`src/rtl/imem_loader_pkg.sv`:
```
// Shared definitions for the instruction-memory stream loader.
package imem_loader_pkg;

    typedef enum logic [2:0] {
        StIdle,
        StLenHi,
        StLenLo,
        StLoad,
        StChk,
        StDone,
        StErr
    } state_e;

    localparam int unsigned LEN_BYTES = 2;
    localparam int unsigned LEN_W     = 8 * LEN_BYTES;
    localparam logic [7:0]  CHK_SEED  = 8'h00;

endpackage

```
`src/rtl/imem_loader.sv`:
```
// Loads a framed byte stream (length, payload, XOR checksum) into the instruction memory
// through a byte-wide write port, stalling the core while a frame is in flight.
module imem_loader
    import imem_loader_pkg::*;
#(
    parameter int unsigned DATA_WIDTH = 8,
    parameter int unsigned ADDR_WIDTH = 32,
    parameter int unsigned DEPTH      = 64
) (
    input  logic                  clk,
    input  logic                  rst,
    input  logic                  start,
    input  logic [DATA_WIDTH-1:0] in_data,
    input  logic                  in_valid,
    output logic                  in_ready,
    output logic                  wr_en,
    output logic [ADDR_WIDTH-1:0] wr_addr,
    output logic [DATA_WIDTH-1:0] wr_data,
    output logic                  busy,
    output logic                  cpu_stall,
    output logic                  done,
    output logic                  err,
    output logic [15:0]           byte_count
);

    state_e                  state_q, state_d;
    logic [7:0]              len_hi_q, len_hi_d;
    logic [LEN_W-1:0]        len_q, len_d;
    logic [DATA_WIDTH-1:0]   acc_q, acc_d;
    logic [15:0]             cnt_q, cnt_d;
    logic                    wr_en_q, wr_en_d;
    logic [ADDR_WIDTH-1:0]   wr_addr_q, wr_addr_d;
    logic [DATA_WIDTH-1:0]   wr_data_q, wr_data_d;
    logic                    accept;
    logic [LEN_W-1:0]        n_len;

    always_ff @(posedge clk) begin
        if (rst) begin
            state_q   <= StIdle;
            len_hi_q  <= '0;
            len_q     <= '0;
            acc_q     <= '0;
            cnt_q     <= '0;
            wr_en_q   <= 1'b0;
            wr_addr_q <= '0;
            wr_data_q <= '0;
        end else begin
            state_q   <= state_d;
            len_hi_q  <= len_hi_d;
            len_q     <= len_d;
            acc_q     <= acc_d;
            cnt_q     <= cnt_d;
            wr_en_q   <= wr_en_d;
            wr_addr_q <= wr_addr_d;
            wr_data_q <= wr_data_d;
        end
    end

    always_comb begin
        state_d   = state_q;
        len_hi_d  = len_hi_q;
        len_d     = len_q;
        acc_d     = acc_q;
        cnt_d     = cnt_q;
        wr_en_d   = 1'b0;
        wr_addr_d = wr_addr_q;
        wr_data_d = wr_data_q;
        n_len     = {len_hi_q, in_data[7:0]};

        case (state_q)
            // A new start from DONE/ERR behaves exactly like one from IDLE.
            StIdle, StDone, StErr: begin
                if (start) begin
                    state_d = StLenHi;
                    cnt_d   = '0;
                    acc_d   = DATA_WIDTH'(CHK_SEED);
                end
            end
            StLenHi: begin
                if (accept) begin
                    len_hi_d = in_data[7:0];
                    state_d  = StLenLo;
                end
            end
            StLenLo: begin
                if (accept) begin
                    len_d = n_len;
                    if (n_len == '0 || 32'(n_len) > DEPTH) begin
                        state_d = StErr;
                    end else begin
                        state_d = StLoad;
                    end
                end
            end
            StLoad: begin
                if (accept) begin
                    wr_en_d   = 1'b1;
                    wr_addr_d = ADDR_WIDTH'(cnt_q);
                    wr_data_d = in_data;
                    cnt_d     = cnt_q + 16'd1;
                    acc_d     = acc_q ^ in_data;
                    if (cnt_d == len_q) begin
                        state_d = StChk;
                    end
                end
            end
            StChk: begin
                if (accept) begin
                    state_d = (in_data == acc_q) ? StDone : StErr;
                end
            end
            default: state_d = StIdle;
        endcase
    end

    // Ready depends on state only, so at most one byte is taken per cycle.
    assign in_ready   = (state_q == StLenHi) || (state_q == StLenLo) ||
                        (state_q == StLoad)  || (state_q == StChk);
    assign accept     = in_valid && in_ready;
    assign busy       = in_ready;
    assign cpu_stall  = in_ready;
    assign done       = (state_q == StDone);
    assign err        = (state_q == StErr);
    assign wr_en      = wr_en_q;
    assign wr_addr    = wr_addr_q;
    assign wr_data    = wr_data_q;
    assign byte_count = cnt_q;

endmodule

```
`config.mk`:
```
export PLATFORM = sky130hd
export DESIGN_NAME = imem_loader
export DESIGN_NICKNAME = d
export VERILOG_FILES = /design/src/rtl/imem_loader_pkg.sv /design/src/rtl/imem_loader.sv
export SDC_FILE = /design/constraint.sdc
export NUM_CORES = 1
export LEC_CHECK = 0
export ABC_AREA = 1
export BUFFER_PORTS_ARGS = -buffer_cell sky130_fd_sc_hd__buf_4
export CAP_MARGIN = 20
export CORE_MARGIN = 3
export CORE_UTILIZATION = 55
export CTS_CLUSTER_SIZE = 10
export DETAILED_ROUTE_END_ITERATION = 16
export PLACE_DENSITY = 0.88
export SKIP_LAST_GASP = 1
export SLEW_MARGIN = 40
export SYNTH_ARGS = -nofsm -noshare
export SYNTH_HDL_FRONTEND = slang
export SYNTH_SLANG_ARGS = --single-unit
export TNS_END_PERCENT = 20
```
`constraint.sdc`:
```
create_clock -name clk -period 2.2 [get_ports clk]
set_clock_uncertainty 0.15 [all_clocks]
set_input_delay 0.33 -clock clk [delete_from_list [all_inputs] [get_ports clk]]
set_output_delay 0.33 -clock clk [all_outputs]
set_load 0.05 [all_outputs]
```
==> run metrics <==
family with the most delay on the worst path=simple AND/OR/NAND/NOR gates; Antenna diodes=0; fin crit period=between 2000 and 2500 ps; Slew headroom=63.3%; Worst setup EP type=primary output; std cell rows=29; Critical R2R Capture=state_q[1]; CP Max Fanout=10; CTS tree=built; WL final=roughly 9600 um; Hold Buf Count CTS=0; port bufs=57; vias in the first global route=roughly 3300; core area=6460 sq um; Worst-path clk slew=approximately 80 ps; share of cells above drive strength 1=approximately 22%; first-pass GRT wire length=between 15000 and 20000 um; Post-route DRC=0; FMAX=between 400 and 500 MHz; Ys Warns=0; Area Overhead vs Synth=20.3%; Final Util=69.6%; Hold Path Depth=2; status=finished, final reports clean; # IOs=74; remaining antenna violation count=0; Critical Path, Cell by Cell=nor2_2, nand2_2, buf_4, nand4_1, buf_6; Root Buffer=clkbuf_8; antenna violations before repair=0; Hold Path Sink=byte_count[6]; GPL Wtd Cong=slightly above 0.9; Setup TNS=0 ps; latest clock arrival within the worst-skew pair=360 ps; Finished Layout Cells=661; via count=between 3000 and 4000; largest net degree at the start of global routing=51; Hold Vio Cnt, Final=0; most frequent cells after synthesis=nand2_1 (88), dfxtp_1 (76), o21ai_0 (69), a21oi_1 (62), inv_1 (47); Worst path max stage delay=between 400 and 500 ps; synth top area cells=dfxtp_1 (41%), o21ai_0 (9.2%), nand2_1 (8.8%), a21oi_1 (8.3%), inv_1 (4.7%); fillers=526; min-delay worst type=in2reg; top-count cell post-synth=nand2_1; Cell variety after synth=33; post-synthesis sequential area ratio=about two fifths; TritonRoute pass-1 iters=6; Yosys top cell by area=dfxtp_1; CP Class=reg2out; dpl ws=about 140 ps; total CTS buffers=9; Initial Util=between 50 and 60%; DRT iter0 DRCs=292; async set-reset flop share out of synthesis=0%; multi-input logic area=just under 2000 sq um; chip width=88.4 um; Total GRT Usage=24.9%; CP startpoint kind=flop; depth of the CTS H-tree=3; Pwr Total=5.40 mW; final worst slack=47.6 ps; Cell Area, Synth=between 3000 and 4000 sq um; Post-synth EDFFs=0; drt wl/cell=14.5 um; Critical R2R Launch=byte_count[4]; remaining global-route overflow=0; P_leak=~2 nW; WP buf/inv=2; Required @ worst endpoint=around 1700 ps; R2R depth=15; CP max stage cell=dfxtp_1; MaxCap Viol Count=0; synthesis-stage register bit count=between 70 and 80; RSZ-0062 raised after global routing=yes; top cell type's share of synthesized area=between 40 and 50%; mean number of vias per cell=5.57; Synth Flop Type=dfxtp_1; Final Setup Violations=0; maximum root-to-sink buffer count=2; Peak VDD IR=about 0.0007 V; dpl cells=640; Hold Startpoint=rst; clk sinks=76; cell area power density=around 1200 nW/um^2; Die Ht=~88 um; synthesized area per cell=7.22 sq um; fin crit share=just under 100%; Slew @ Worst Pin=approximately 550 ps; Reg area=~1500 sq um; CP arrival=about 1700 ps; nets=between 500 and 600; Syn Inst Count=518; Reg2Reg Setup Slack=between 40 and 50 ps; Post-DP HPWL=6700 um; Slew Limit Fails=0; die area=between 7000 and 8000 sq um
## worst reg2reg max path, cell delays in order (launching register included)
cell	delay (ps)
dfxtp_1	440
nand2_2	140
nor2_4	200
nand2_4	110
nor2_1	100
nand2_1	90
nand2_1	70
nand2_1	50
nand2_1	50
nand2_1	70
nor2_2	130
nand3_2	100
nand2_4	100
nand3_1	90
nand2_1	100
nor2_1	50
## repair_timing
| item | in CTS | in global routing |
|---|---|---|
| pin swaps | 1 | 13 |
| endpoints found under the setup margin | 3 | 6 |
| gates resized for setup | 4 | 25 |
| setup buffers | 0 | 5 |
## area by class of cell
cell class | instances | share of cell area (%)
Sequential cell | 76 | 34.1
Clock buffer | 10 | 3.06
Tap cell | 77 | 2.14
Inverter | 50 | 4.17
Clock inverter | 6 | 0.890
Timing Repair Buffer | 74 | 12.8
Multi-Input combinational cell | 368 | 42.8
## logic make-up after synthesis
kind of cell	count (synthesis)	share of synthesized area (%)
buffers and inverters	89	11.0
adder cells (fa/ha/maj)	1	0.335
other	1	0.100
XOR/XNOR	13	3.05
flip-flops	76	40.7
AND/OR/NAND/NOR	189	23.1
AO/OA/AOI/OAI	149	21.7
## registers in the layout, indices dropped and copies added (netlist names)
name        flops
byte_count     16
len_q          16
wr_addr        16
acc_q           8
len_hi_q        8
wr_data         8
state_q         3
wr_en           1
## layout by cell type (no fill, tap or decap), types with 3 or more instances in the layout
| master | count |
|---|---|
| a211oi_1 | 3 |
| a21oi_1 | 62 |
| a31oi_1 | 3 |
| buf_4 | 69 |
| buf_6 | 5 |
| clkbuf_8 | 10 |
| clkinv_2 | 3 |
| conb_1 | 16 |
| dfxtp_1 | 68 |
| dfxtp_2 | 7 |
| inv_1 | 47 |
| nand2_1 | 83 |
| nand2_2 | 8 |
| nand3_1 | 34 |
| nand3b_1 | 3 |
| nand4_1 | 9 |
| nor2_1 | 30 |
| nor2_2 | 5 |
| nor2_4 | 8 |
| o211a_1 | 9 |
| o21ai_0 | 69 |
| xnor2_1 | 12 |
## stage by stage
stage,instance area [sq um],hold slack [ps]
6_report,4500,69.7
5_1_grt,4500,72.6
4_1_cts,4380,61.3
3_5_place_dp,4190,312
3_3_place_gp,4190,312
2_1_floorplan,3800,294
## layer usage
metal	GRT usage, %	up-vias	wire length (um)
met5	0	-	0
met4	11.5	0	234
met3	4.28	22	494
met2	40.9	147	4630
met1	31.8	1691	4210
li1	-	1820	-
## how the worst max path moves through the flow
stage          depth (start not counted)     startpoint  slack (ps)          to
5_1_grt                               15  byte_count[4]         -70  state_q[1]
3_5_place_dp                          15  byte_count[2]         140  state_q[1]
4_1_cts                                6     state_q[0]           2    in_ready
2_1_floorplan                         14  byte_count[0]        -170  state_q[0]
6_report                               5     state_q[2]          50   cpu_stall
3_3_place_gp                          15  byte_count[3]         210  state_q[0]
## power breakdown
part	internal (mW)	switching [mW]	total [mW]	leakage [nW]
Clock	0.438	0.537	0.974	0.0920
Sequential	1.66	0.255	1.91	0.622
Combinational	0.813	1.70	2.51	1.31
Total	2.91	2.49	5.40	2.03
(Power assumes the default switching activity.)
